## src/rtl/btn_pkg.sv

```systemverilog
// Shared types for the minesweeper button front end: event codes, button indices, arbiter priority.
package btn_pkg;

  localparam int unsigned BTN_COUNT = 6;

  typedef enum logic [2:0] {
    EvNone   = 3'd0,
    EvRight  = 3'd1,
    EvLeft   = 3'd2,
    EvUp     = 3'd3,
    EvDown   = 3'd4,
    EvChoose = 3'd5,
    EvClear  = 3'd6
  } ev_code_t;

  typedef logic [2:0] btn_idx_t;

  // Direction buttons occupy indices 0..3 so the repeat timers can index them directly.
  localparam btn_idx_t BtnRight  = 3'd0;
  localparam btn_idx_t BtnLeft   = 3'd1;
  localparam btn_idx_t BtnUp     = 3'd2;
  localparam btn_idx_t BtnDown   = 3'd3;
  localparam btn_idx_t BtnChoose = 3'd4;
  localparam btn_idx_t BtnClear  = 3'd5;

  // Highest priority first.
  localparam btn_idx_t BtnPrio [BTN_COUNT] = '{
    BtnClear, BtnChoose, BtnRight, BtnLeft, BtnUp, BtnDown
  };

  function automatic ev_code_t btn_code(btn_idx_t idx);
    return ev_code_t'(idx + 3'd1);
  endfunction

endpackage

```

## src/rtl/btn_debounce.sv

```systemverilog
// One button: 2-FF synchronizer, counter debounce, registered press pulse on the debounced rise.
module btn_debounce #(
  parameter int unsigned DEB_CYCLES = 250000
) (
  input  logic clk_i,
  input  logic rst_ni,
  input  logic btn_i,
  output logic level_o,
  output logic press_o
);

  localparam int unsigned CntW = $clog2(DEB_CYCLES);
  localparam logic [CntW-1:0] CntMax = CntW'(DEB_CYCLES - 1);

  logic sync1_q, sync2_q;
  logic lvl_q, lvl_d;
  logic press_q, press_d;
  logic [CntW-1:0] cnt_q, cnt_d;

  // The level flips on the DEB_CYCLES-th consecutive cycle of disagreement.
  always_comb begin
    lvl_d = lvl_q;
    cnt_d = '0;
    if (sync2_q != lvl_q) begin
      if (cnt_q == CntMax) begin
        lvl_d = sync2_q;
      end else begin
        cnt_d = cnt_q + 1'b1;
      end
    end
    press_d = lvl_d & ~lvl_q;
  end

  always_ff @(posedge clk_i or negedge rst_ni) begin
    if (!rst_ni) begin
      sync1_q <= 1'b0;
      sync2_q <= 1'b0;
      lvl_q   <= 1'b0;
      press_q <= 1'b0;
      cnt_q   <= '0;
    end else begin
      sync1_q <= btn_i;
      sync2_q <= sync1_q;
      lvl_q   <= lvl_d;
      press_q <= press_d;
      cnt_q   <= cnt_d;
    end
  end

  assign level_o = lvl_q;
  assign press_o = press_q;

endmodule

```

## src/rtl/btn_event_gen.sv

```systemverilog
// Button front end: debounced presses -> pending bits -> priority arbiter -> event FIFO.
// Define BTN_AUTOREPEAT_EN to enable auto-repeat on the four direction buttons.
module btn_event_gen
  import btn_pkg::*;
#(
  parameter int unsigned DEB_CYCLES = 250000,
  parameter int unsigned FIFO_DEPTH = 4,
  parameter int unsigned REP_DELAY  = 25000000,
  parameter int unsigned REP_PERIOD = 12500000
) (
  input  logic       CLK,
  input  logic       RST_N,
  input  logic [1:0] buttomx,
  input  logic [1:0] buttomy,
  input  logic       choose,
  input  logic       clear,
  output logic       ev_valid,
  output logic [2:0] ev_code,
  input  logic       ev_ready,
  output logic       ev_merged
);

  localparam int unsigned AW = $clog2(FIFO_DEPTH);

  logic [BTN_COUNT-1:0] btn_raw, btn_lvl, btn_press, btn_set;

  always_comb begin
    btn_raw            = '0;
    btn_raw[BtnRight]  = (buttomx == 2'b01);
    btn_raw[BtnLeft]   = (buttomx == 2'b10);
    btn_raw[BtnUp]     = (buttomy == 2'b10);
    btn_raw[BtnDown]   = (buttomy == 2'b01);
    btn_raw[BtnChoose] = choose;
    btn_raw[BtnClear]  = clear;
  end

  for (genvar g = 0; g < BTN_COUNT; g++) begin : g_deb
    btn_debounce #(
      .DEB_CYCLES(DEB_CYCLES)
    ) u_deb (
      .clk_i  (CLK),
      .rst_ni (RST_N),
      .btn_i  (btn_raw[g]),
      .level_o(btn_lvl[g]),
      .press_o(btn_press[g])
    );
  end

`ifdef BTN_AUTOREPEAT_EN
  localparam int unsigned RepMax = (REP_DELAY > REP_PERIOD) ? REP_DELAY : REP_PERIOD;
  localparam int unsigned RepW   = $clog2(RepMax + 1);
  localparam logic [RepW-1:0] RepDelayLim  = RepW'(REP_DELAY - 1);
  localparam logic [RepW-1:0] RepPeriodLim = RepW'(REP_PERIOD - 1);

  logic [RepW-1:0] rep_cnt_q [4];
  logic [RepW-1:0] rep_cnt_d [4];
  logic [3:0] rep_phase_q, rep_phase_d, rep_q, rep_d;

  // Phase 0 waits REP_DELAY after the press, phase 1 repeats every REP_PERIOD.
  always_comb begin
    for (int i = 0; i < 4; i++) begin
      rep_cnt_d[i]   = '0;
      rep_phase_d[i] = 1'b0;
      rep_d[i]       = 1'b0;
      if (btn_lvl[i]) begin
        if (rep_cnt_q[i] == (rep_phase_q[i] ? RepPeriodLim : RepDelayLim)) begin
          rep_d[i]       = 1'b1;
          rep_phase_d[i] = 1'b1;
        end else begin
          rep_cnt_d[i]   = rep_cnt_q[i] + 1'b1;
          rep_phase_d[i] = rep_phase_q[i];
        end
      end
    end
  end

  always_ff @(posedge CLK or negedge RST_N) begin
    if (!RST_N) begin
      for (int i = 0; i < 4; i++) rep_cnt_q[i] <= '0;
      rep_phase_q <= '0;
      rep_q       <= '0;
    end else begin
      for (int i = 0; i < 4; i++) rep_cnt_q[i] <= rep_cnt_d[i];
      rep_phase_q <= rep_phase_d;
      rep_q       <= rep_d;
    end
  end

  assign btn_set = btn_press | {2'b00, rep_q};
`else
  logic unused_cfg;
  assign unused_cfg = ^{btn_lvl, REP_DELAY, REP_PERIOD};
  assign btn_set    = btn_press;
`endif

  logic [BTN_COUNT-1:0] pend_q, pend_d;
  ev_code_t mem_q [FIFO_DEPTH];
  ev_code_t mem_d [FIFO_DEPTH];
  logic [AW:0] wr_ptr_q, wr_ptr_d, rd_ptr_q, rd_ptr_d;
  logic merged_q, merged_d;
  logic empty, full, pop, wr_en, any_pend;
  btn_idx_t sel;

  assign empty = (wr_ptr_q == rd_ptr_q);
  assign full  = (wr_ptr_q[AW-1:0] == rd_ptr_q[AW-1:0]) && (wr_ptr_q[AW] != rd_ptr_q[AW]);
  assign pop   = ev_valid & ev_ready;

  // Scan lowest to highest priority so the last hit wins.
  always_comb begin
    sel      = '0;
    any_pend = 1'b0;
    for (int i = int'(BTN_COUNT) - 1; i >= 0; i--) begin
      if (pend_q[BtnPrio[i]]) begin
        sel      = BtnPrio[i];
        any_pend = 1'b1;
      end
    end
  end

  always_comb begin
    pend_d   = pend_q;
    mem_d    = mem_q;
    wr_ptr_d = wr_ptr_q;
    rd_ptr_d = rd_ptr_q;
    wr_en    = any_pend & (~full | pop);
    if (pop) rd_ptr_d = rd_ptr_q + 1'b1;
    if (wr_en) begin
      if (sel == BtnClear) begin
        mem_d[0] = EvClear;
        rd_ptr_d = '0;
        wr_ptr_d = (AW + 1)'(1);
        pend_d   = '0;
      end else begin
        mem_d[wr_ptr_q[AW-1:0]] = btn_code(sel);
        wr_ptr_d    = wr_ptr_q + 1'b1;
        pend_d[sel] = 1'b0;
      end
    end
    // A bit being granted or flushed this cycle is free, so a press onto it is a new event.
    merged_d = |(btn_set & pend_d);
    pend_d   = pend_d | btn_set;
  end

  always_ff @(posedge CLK or negedge RST_N) begin
    if (!RST_N) begin
      pend_q   <= '0;
      wr_ptr_q <= '0;
      rd_ptr_q <= '0;
      merged_q <= 1'b0;
      for (int i = 0; i < FIFO_DEPTH; i++) mem_q[i] <= EvNone;
    end else begin
      pend_q   <= pend_d;
      wr_ptr_q <= wr_ptr_d;
      rd_ptr_q <= rd_ptr_d;
      merged_q <= merged_d;
      mem_q    <= mem_d;
    end
  end

  assign ev_valid  = ~empty;
  assign ev_code   = ev_valid ? mem_q[rd_ptr_q[AW-1:0]] : EvNone;
  assign ev_merged = merged_q;

endmodule

```

## config.mk

```make
export PLATFORM = sky130hd
export DESIGN_NAME = btn_event_gen
export DESIGN_NICKNAME = d
export VERILOG_FILES = /design/src/rtl/btn_pkg.sv /design/src/rtl/btn_debounce.sv /design/src/rtl/btn_event_gen.sv
export SDC_FILE = /design/constraint.sdc
export NUM_CORES = 1
export LEC_CHECK = 0
export ABC_AREA = 1
export BUFFER_PORTS_ARGS = -buffer_cell sky130_fd_sc_hd__buf_2
export CAP_MARGIN = 20
export CORE_ASPECT_RATIO = 1.75
export CORE_MARGIN = 1.5
export CORE_UTILIZATION = 63
export DETAILED_ROUTE_END_ITERATION = 10
export GPL_TIMING_DRIVEN = 0
export PLACE_DENSITY = 0.81
export SKIP_LAST_GASP = 1
export SLEW_MARGIN = 20
export SYNTH_ARGS = -nofsm -noshare
export SYNTH_HDL_FRONTEND = slang
export SYNTH_SLANG_ARGS = --single-unit
export TNS_END_PERCENT = 20
```

## constraint.sdc

```tcl
create_clock -name CLK -period 4.9 [get_ports CLK]
set_input_delay 0.735 -clock CLK [delete_from_list [all_inputs] [get_ports CLK]]
set_output_delay 0.735 -clock CLK [all_outputs]
set_load 0.005 [all_outputs]
```

Word level (Yosys, flattened, before mapping)
Index checks and enable logic that the tools add are counted.
{"block": "op_classes", "addsub": 9, "order_cmp": 5, "n_eq_ne": 20, "mux": 52, "bitwise_logic": 24, "n_reduce_logical": 5}
{"op": "18-bit two-way mux", "count": 12}
{"op": "18-bit by 1-bit adder with 18-bit output, second input constant", "count": 6}
{"op": "18-bit == test, second input constant", "count": 6}
{"op": "3-bit two-way mux", "count": 14}
{"op": "1-bit two-way mux", "count": 19}
{"op": "6-bit AND", "count": 2}
{"op": "12-bit bitwise mux", "count": 1}
{"op": "6-bit two-way mux", "count": 2}
{"op": "3-bit by 1-bit adder with 3-bit output, second input constant", "count": 3}
{"op": "1-bit inverter", "count": 9}
{"op": "1-bit AND", "count": 8}
{"op": "1-bit != test", "count": 7}
{"op": "3-bit binary-select mux with 2-bit select", "count": 1}
{"op": "3-bit demux with 2-bit select", "count": 1}
{"op": "3-bit >= comparator, second input constant", "count": 2}
{"op": "2-bit inverter with 3-bit output", "count": 2}
{"op": "6-bit inverter", "count": 1}
{"op": "6-bit bitwise OR", "count": 1}
{"op": "6-bit OR reduction", "count": 1}
{"op": "2-bit by 1-bit == test with 1-bit output, second input constant", "count": 2}
{"op": "2-bit == test, second input constant", "count": 2}
{"op": "3-bit by 4-bit less-than comparator with 1-bit output, second input constant", "count": 1}
{"op": "1-bit demux with 3-bit select", "count": 1}
{"op": "3-bit == test", "count": 1}
{"op": "other kinds (8)", "count": 10}
{"block": "word_totals", "ff_bits": 157, "output_inout_bits": 5, "wordCells": 153}

Logic depth before layout (Yosys ltp)
Gate-level depths: netlist of run 1.
{"block": "logic_depth", "depth_word": 16, "depth_mapped": 13, "ltp_nobuf": 13}

Modules after synthesis
From an unflattened synthesis of run 1, not the netlist that was laid out.
{"block": "unflattened", "hier_cells": 1068, "hier_area_um2": 8494.4}
{"module": "btn_debounce (g_deb[0].u_deb ...)", "n_inst": 5, "cells_each": 147, "area_per_inst_um2": 1163.6}
{"module": "btn_event_gen", "n_inst": 1, "cells_each": 188, "area_per_inst_um2": 1524.0}
{"module": "btn_debounce (g_deb[3].u_deb)", "n_inst": 1, "cells_each": 145, "area_per_inst_um2": 1152.4}

Least setup slack after synthesis of run 1
No wires, ideal clock.
{"block": "synth_path", "path_kind": "flip-flop to flip-flop", "start": "register pend_q[4]", "end": "register mem_q[0] in the netlist's numbering", "setup_time_ps": 130, "t_arrival_ps": 1785, "required_ps": 4770, "setup_slack_ps": 2985, "stages_incl_launch_ff": 12, "n_path_buf": 0, "synth_period_minus_slack_ps": 1915, "path_cell_list": "dfrtp_1 nor2_2 nand3_1 nor2_1 inv_1 ha_1 o21ai_1 inv_1 nor2_8 nand2_2 nand2_1 o21ai_0"}
{"block": "synth_between", "elab_chain_cells": 5, "elab_cells_between_ends": 10}
{"item": "start, declared", "line": "btn_event_gen.sv:96", "source": "logic [BTN_COUNT-1:0] pend_q, pend_d;"}
{"item": "start signal, assigned", "line": "btn_event_gen.sv:152", "source": "pend_q <= pend_d;"}
{"item": "branches (longest 5 deep; another with 3-bit by 1-bit adder with 3-bit output)"}
{"item": "end signal, assigned", "line": "btn_event_gen.sv:156", "source": "mem_q <= mem_d;"}
{"item": "end, declared", "line": "btn_event_gen.sv:97", "source": "ev_code_t mem_q [FIFO_DEPTH];"}
Several ways; the timed one is not identified.
A chain may end at the register's enable or synchronous reset.

Final worst setup path of run 1
{"block": "layout_path", "start": "register rd_ptr_q[1]", "end": "output ev_code[2]"}
{"block": "layout_between", "elab_chain_cells": 5, "elab_cells_between_ends": 6}
{"item": "start, declared", "line": "btn_event_gen.sv:99", "source": "logic [AW:0] wr_ptr_q, wr_ptr_d, rd_ptr_q, rd_ptr_d;"}
{"item": "start signal, assigned", "line": "btn_event_gen.sv:154", "source": "rd_ptr_q <= rd_ptr_d;"}
{"item": "2-bit inverter with 3-bit output (not written as such)", "line": "btn_event_gen.sv:161", "source": "assign ev_code = ev_valid ? mem_q[rd_ptr_q[AW-1:0]] : EvNone;"}
{"item": "3-bit binary-select mux with 2-bit select", "line": "btn_event_gen.sv:161"}
{"item": "3-bit two-way mux (not written as such) (2 in series)", "line": "btn_event_gen.sv:161"}
{"item": "3-bit two-way mux (*)", "line": "btn_event_gen.sv:161"}
{"item": "end, declared", "line": "btn_event_gen.sv:18", "source": "output logic [2:0] ev_code,"}
Every way passes the cells marked *; elsewhere a longest branch is shown, timed or not. The select of a mux whose other input is x is not followed.

==> run_results.csv, run 1 <==
group,metric,value,unit
status,status,"completed",
yosys,synth_top_area_frac,0.492,
yosys,synth_most_common_cell,"nand2_1",
floorplanning,dieWidth,88.1,um
sta,finalSetupViolCount,0,
sta,relSlewSlack,0.463,
pwr,vdd_ir_drop_max,0.000271,V
floorplanning,core,12400,sq um
setup_path,critPathArrivalTime,1.74,ns
yosys,ys_async_sr_fraction,1.00,
yosys,ys_seq_area_frac,0.492,
detailed_routing,viasPerCell,5.41,
yosys,yosys.area.top_type,"dfrtp_1",
pwr,power.switching,0.000679,W
setup_path,critical_path.max_stage_delay,0.50,ns
pwr,power.leakage,4.02,nW
setup_path,cp-end-kind,"output port",
cts,root_buffer,"clkbuf_16",
pwr,p_int,0.00229,W
cts,cts.clk_slew.worst_paths,0.06,ns
setup_path,cp.required,4.16,ns
sta,tightest_slew,0.799,ns
sta,maxClockFrequency,404,MHz
detailed_routing,drc_errors,0,
setup_path,critPathLaunch,"rd_ptr_q[1]",
detailed_routing,ant_nets,0,
final_layout,layout-drive-gt1-share,0.0981,
setup_path,path_buf_inv,3,
floorplanning,initial_core_util,0.642,
cts,htree_num_levels,4,
yosys,synth_cell_type_count,41,
yosys,synth_compound_area_frac,0.0624,
floorplanning,dieArea,13400,sq um
yosys,synth_top_family_by_area,"simple AND/OR/NAND/NOR gates",
yosys,synth.ff_latch_count,157,
floorplanning,die_y,152,um
sta,slew_viol_final,0,
detailed_routing,wl_per_cell,13.0,um
sta,period_minus_slack,2.48,ns
min_path,hp-class,"in2async",
final_layout,nFillCells,972,
final_layout,utilization,0.717,
grt,grt_remaining_overflow,0,
yosys,synth_area_leaders,"dfrtp_1 (49%), nand2_1 (8.1%), nor2_1 (7.3%)",
setup_path,cpMostUsedCell,"nand2_1",
floorplanning,rows,54,
yosys,synth_edf_count,0,
pwr,p_per_area,333,nW/um^2
floorplanning,ios,14,
sta,grt_setup_unrepaired,"no",
setup_path,path_delay_family,"simple AND/OR/NAND/NOR gates",
detailed_routing,vias,6369,
cts,cts_buffers,17,
sta,skew,0.00832,ns
grt,antenna_found_initial,0,
grt,grt_start_max_net_pins,102,
detailed_routing,drt_iter0_drc,291,
pwr,swShare,0.229,
final_layout,area_growth_syn_to_layout,11.6,%
yosys,synthXorXnorAreaFrac,0.0472,
setup_path,worst_r2r_startpoint,"pend_q[4]",
placed_design,gp_congestion,0.910,
cts,cts_resized,0,
yosys,synthTopCellsByCount,"nand2_1 (173), dfrtp_1 (157), nor2_1 (155)",
yosys,synthAdderAreaFrac,0.0204,
yosys,syn_nets,988,
yosys,ys_warn_count,0,
cts,clockBufferDepth,2,
placed_design,io_buffers,13,
yosys,synthMuxAreaShare,0,
sta,hold-worst-slack,0.225,ns
pwr,p_seq_frac,0.457,
cts,cts_tree,"yes",
detailed_routing,finalWirelength,15.3,mm
grt,grt_pass1_wl,27.0,mm
cts,clk_latency,0.42,ns
pwr,combPwrFrac,0.080,
detailed_routing,drtPass1Iterations,4,
setup_path,crit_path_top_delay_cell,"dfrtp_1",
yosys,synthSimpleGateAreaFrac,0.311,
setup_path,crit_path_max_fanout,7,
yosys,synth_area,7980,sq um
run,cap_viol_max_count,0,
pwr,clkPwrFrac,0.463,
placed_design,post-dp-hpwl,10.7,mm
cts,cts_setup_buffers,0,
setup_path,critPathKind,"reg2out",
cts,numClockSinks,157,
sta,setup-tns-final,0,ns
setup_path,critPathLaunchType,"flip-flop",
final_layout,n_antenna_cell,0,
yosys,synthCells,966,
yosys,avgSynthCellArea,8.26,sq um
sta,finalHoldViolations,0,
yosys,synthFlopType,"dfrtp_1",
sta,final.period_utilization,0.505,
setup_path,path_cells,"inv_2 -> nand2_1 -> nand2_1 -> nor2_8 -> nand2_2 -> nand2_1 -> inv_1 -> buf_2",
cts,ctsHoldBuffers,0,
final_layout,fin_nets,1021,
grt,grt_pass1_vias,6340,
grt,grt.total_usage,0.252,
power by group through the flow:
| stage | sequential [W] | clock [W] | combinational (W) |
|---|---|---|---|
| 4_1_cts | 0.00135 | 0.00140 | 0.000242 |
| 3_5_place_dp | 0.00138 | 0 | 0.000241 |
| 6_report | 0.00135 | 0.00137 | 0.000238 |
| 5_1_grt | 0.00136 | 0.00145 | 0.000276 |
| 2_1_floorplan | 0.00137 | 0 | 0.000157 |
| 3_3_place_gp | 0.00138 | 0 | 0.000232 |
layout make-up:
cell class,instances,area (sq um),area share
timing repair buffer,14,103,0.0115
clock buffer,23,478,0.0536
tap,168,210,0.0236
sequential,157,3930,0.441
multi-input combinational,666,3520,0.395
inverter,141,529,0.0594
clock inverter,6,135,0.0152
buffer,2,7.51,0.000843
registers in the layout (all words and copies together) (netlist names):
signal	cells
mem_q	12
g_deb.u_deb.sync1_q	6
ev_merged	1
g_deb.u_deb.sync2_q	6
g_deb.u_deb.press_o	6
wr_ptr_q	3
rd_ptr_q	3
pend_q	6
g_deb.u_deb.cnt_q	108
g_deb.u_deb.level_o	6
logic make-up after synthesis:
group | count (synthesis)
AOI/OAI and AO/OA | 91
xor gates and xnor gates | 43
adders and majority gates | 13
buffers and inverters | 143
DFF | 157
and+or+nand+nor | 519
cells in the final DEF, fill, tap and decap left out, types with 2 or more instances in the layout:
master	count
nand2_1	173
dfrtp_1	157
nor2_1	155
inv_1	132
nand3_1	53
a21oi_1	36
o21ai_0	35
nor3_1	34
xor2_1	28
nand4_1	25
clkbuf_16	17
xnor2_1	15
nor2_2	14
nor4_1	13
ha_1	13
buf_2	12
nand2_2	11
nor3b_1	11
inv_2	8
nor2_4	6
nor3_2	6
a31oi_1	6
clkbuf_1	5
bufinv_16	4
nand2_4	3
o21a_1	3
nand3_2	3
nand3b_1	3
o21bai_1	3
clkbuf_8	3
nor2_8	2
a31o_2	2
nand2_8	2
clkinvlp_4	2
through the flow:
| step | power, W | setup WS, ns | cells | area [sq um] |
|---|---|---|---|---|
| floorplan | 0.00152 | 2.99 | 966 | 7980 |
| finish | 0.00297 | 2.42 | 1177 | 8910 |
| CTS | 0.00299 | 2.41 | 1177 | 8910 |
| global route | 0.00309 | 2.28 | 1177 | 8910 |
| global placement | 0.00161 | 0.802 | 1147 | 8260 |
| detailed placement | 0.00162 | 2.65 | 1148 | 8300 |
layer usage:
metal,global-route usage,vias to the layer above,share of wire
li1,-,3171,-
met1,0.289,3083,0.41
met2,0.442,82,0.54
met3,0.0516,33,0.022
met4,0.110,0,0.027
met5,0,-,0
worst paths after layout:
check / end / slack (ns) / cells past startpoint
max: ev_code[2] / 2.42 / 8
min: g_deb[0].u_deb.cnt_q[4] / 0.22 / 1
max reg2reg: mem_q[1] / 2.64 / 11
min reg2reg: g_deb[4].u_deb.sync2_q / 0.35 / 0
max in group asynchronous: g_deb[2].u_deb.press_o / 3.83 / 2
min in group CLK: g_deb[4].u_deb.sync2_q / 0.35 / 0
No activity file was read; power rests on OpenSTA's default activity.
==> run 2, diff against run 1 <==
Settings changed: CORE_UTILIZATION 63 to 57, PLACE_DENSITY 0.81 to 0.77.
Clock period 4.9 ns to 2.2 ns, I/O delays scaled along.
==> run_results.csv, run 2 (synthesis gave the netlist of run 1 again) <==
group,metric,value,unit
status,status,"completed",
pwr,p_int,0.00493,W
pwr,p_per_area,723,nW/um^2
grt,grt.total_usage,0.225,
placed_design,placedCellCount,1157,
setup_path,critPathArrivalTime,1.73,ns
setup_path,reg2reg_to,"g_deb[3].u_deb.cnt_q[7]",
final_layout,final_cell_mix,"nand2_1 (173), dfrtp_1 (157), nor2_1 (154)",
floorplanning,rows,57,
setup_path,reg2reg_depth,8,
grt,grt_start_max_net_pins,81,
sta,maxClockFrequency,486,MHz
min_path,hp-class,"in2reg",
cts,clockBufferDepth,2,
floorplanning,ios,14,
grt,grt_remaining_overflow,0,
sta,slew_viol_final,0,
cts,cts_buffers,17,
floorplanning,die_y,160,um
min_path,min-delay-start,"buttomx[0]",
final_layout,layout-drive-gt1-share,0.104,
setup_path,critPathKind,"reg2out",
cts,cts.clk_slew.worst_paths,0.06,ns
setup_path,cp.required,1.87,ns
min_path,min_path_cells,2,
pwr,power.leakage,4.02,nW
floorplanning,dieWidth,92.5,um
cts,cts_tree,"yes",
cts,clk_latency,0.42,ns
pwr,clkPwrFrac,0.452,
detailed_routing,wl_per_cell,12.8,um
sta,grt_setup_unrepaired,"yes",
floorplanning,initial_core_util,0.580,
sta,finalSetupViolCount,0,
setup_path,crit_path_max_fanout,9,
placed_design,placed_area,8310,sq um
min_path,whs_endpoint,"g_deb[1].u_deb.sync1_q",
final_layout,top_register,"g_deb.u_deb.cnt_q",
setup_path,worst_r2r_startpoint,"g_deb[3].u_deb.cnt_q[0]",
placed_design,io_buffers,13,
sta,finalHoldViolations,0,
detailed_routing,vias,6258,
final_layout,largest_reg_flops,108,
final_layout,area_growth_syn_to_layout,12.0,%
final_layout,n_antenna_cell,0,
floorplanning,core,13800,sq um
sta,final.period_utilization,0.936,
placed_design,gp_congestion,0.938,
final_layout,nFillCells,1141,
placed_design,post-dp-hpwl,11.1,mm
detailed_routing,ant_nets,0,
floorplanning,dieArea,14800,sq um
detailed_routing,viasPerCell,5.25,
sta,skew,0.00971,ns
cts,root_buffer,"clkbuf_16",
setup_path,r2r_slack,0.18,ns
cts,htree_num_levels,4,
detailed_routing,finalWirelength,15.3,mm
run,cap_viol_max_count,0,
pwr,power.switching,0.00154,W
cts,cts_setup_buffers,0,
pwr,p_seq_frac,0.466,
sta,relSlewSlack,0.491,
final_layout,reg_top3,"g_deb.u_deb.cnt_q x108, mem_q x12",
setup_path,critPathLaunchType,"flip-flop",
setup_path,cp-end-kind,"output port",
final_layout,stdcell_count,1192,
detailed_routing,drtPass1Iterations,5,
pwr,combPwrFrac,0.082,
detailed_routing,drc_errors,0,
grt,grt_pass1_wl,26.5,mm
pwr,vdd_ir_drop_max,0.000522,V
cts,numClockSinks,157,
final_layout,final_cell_area,8940,sq um
sta,period_minus_slack,2.06,ns
grt,antenna_found_initial,0,
grt,grt_pass1_vias,6288,
pwr,swShare,0.238,
detailed_routing,drt_iter0_drc,292,
sta,hold-worst-slack,0.0744,ns
sta,tightest_slew,0.759,ns
final_layout,fin_nets,1024,
final_layout,mostFrequentLayoutCell,"nand2_1",
run 2: how the worst max path moves through the flow:
stage	start	to	slack [ns]	cells after the start
after detailed placement	pend_q[4]	mem_q[0]	-0.04	11
after CTS	pend_q[4]	ev_merged	0.06	12
final	rd_ptr_q[0]	ev_code[2]	0.14	8
after global placement	RST_N	g_deb[3].u_deb.cnt_q[16]	-1.50	1
after global routing	g_deb[3].u_deb.cnt_q[0]	g_deb[3].u_deb.cnt_q[7]	-0.01	8
after floorplan	pend_q[4]	mem_q[0]	0.29	11
run 2: layout make-up:
type,count,area [sq um],area share
Clock buffer,20,447,0.0500
Clock inverter,12,145,0.0162
Timing Repair Buffer,17,133,0.0148
Inverter,141,529,0.0592
Multi-Input combinational cell,666,3530,0.395
Tap cell,177,221,0.0248
Buffer,2,7.51,0.000840
Sequential cell,157,3930,0.439
run 2: layer usage:
| layer | routed length (um) | global-route usage |
|---|---|---|
| met1 | 5930 | 0.232 |
| met2 | 8630 | 0.418 |
| met3 | 371 | 0.0549 |
| met4 | 353 | 0.102 |
| met5 | 0 | 0 |
run 2: worst max-delay path, stage by stage (launching register included):
cell and delay [ns]:
dfrtp_1 0.52, inv_2 0.15, nand2_2 0.11, nand2_4 0.07, nor2_8 0.12, nand2_2 0.11, nand2_1 0.08, inv_1 0.03
buf_2 0.11
run 2: power by group through the flow:
stage	Combinational [W]	Clock, W	Sequential (W)
6_report	0.000528	0.00292	0.00302
5_1_grt	0.000617	0.00311	0.00302
4_1_cts	0.000537	0.00298	0.00301
3_5_place_dp	0.000535	0	0.00307
3_3_place_gp	0.000507	0	0.00307
2_1_floorplan	0.000349	0	0.00304
run 2: stage by stage:
stage	setup slack (ns)	power (W)	util	TNS, ns
6_report	0.141	0.00646	0.650	0
5_1_grt	-0.0140	0.00675	0.650	-0.0251
4_1_cts	0.0596	0.00653	0.647	0
3_5_place_dp	-0.0375	0.00360	0.604	-0.135
3_3_place_gp	-1.50	0.00357	0.601	-234.35
2_1_floorplan	0.285	0.00339	-	0
run 2: what timing repair did:
item                       in CTS  in global routing
hold endpoints to repair       77                  2
hold buffers                    1                  2
resized for setup               2                  2
setup endpoints to repair      11                 20
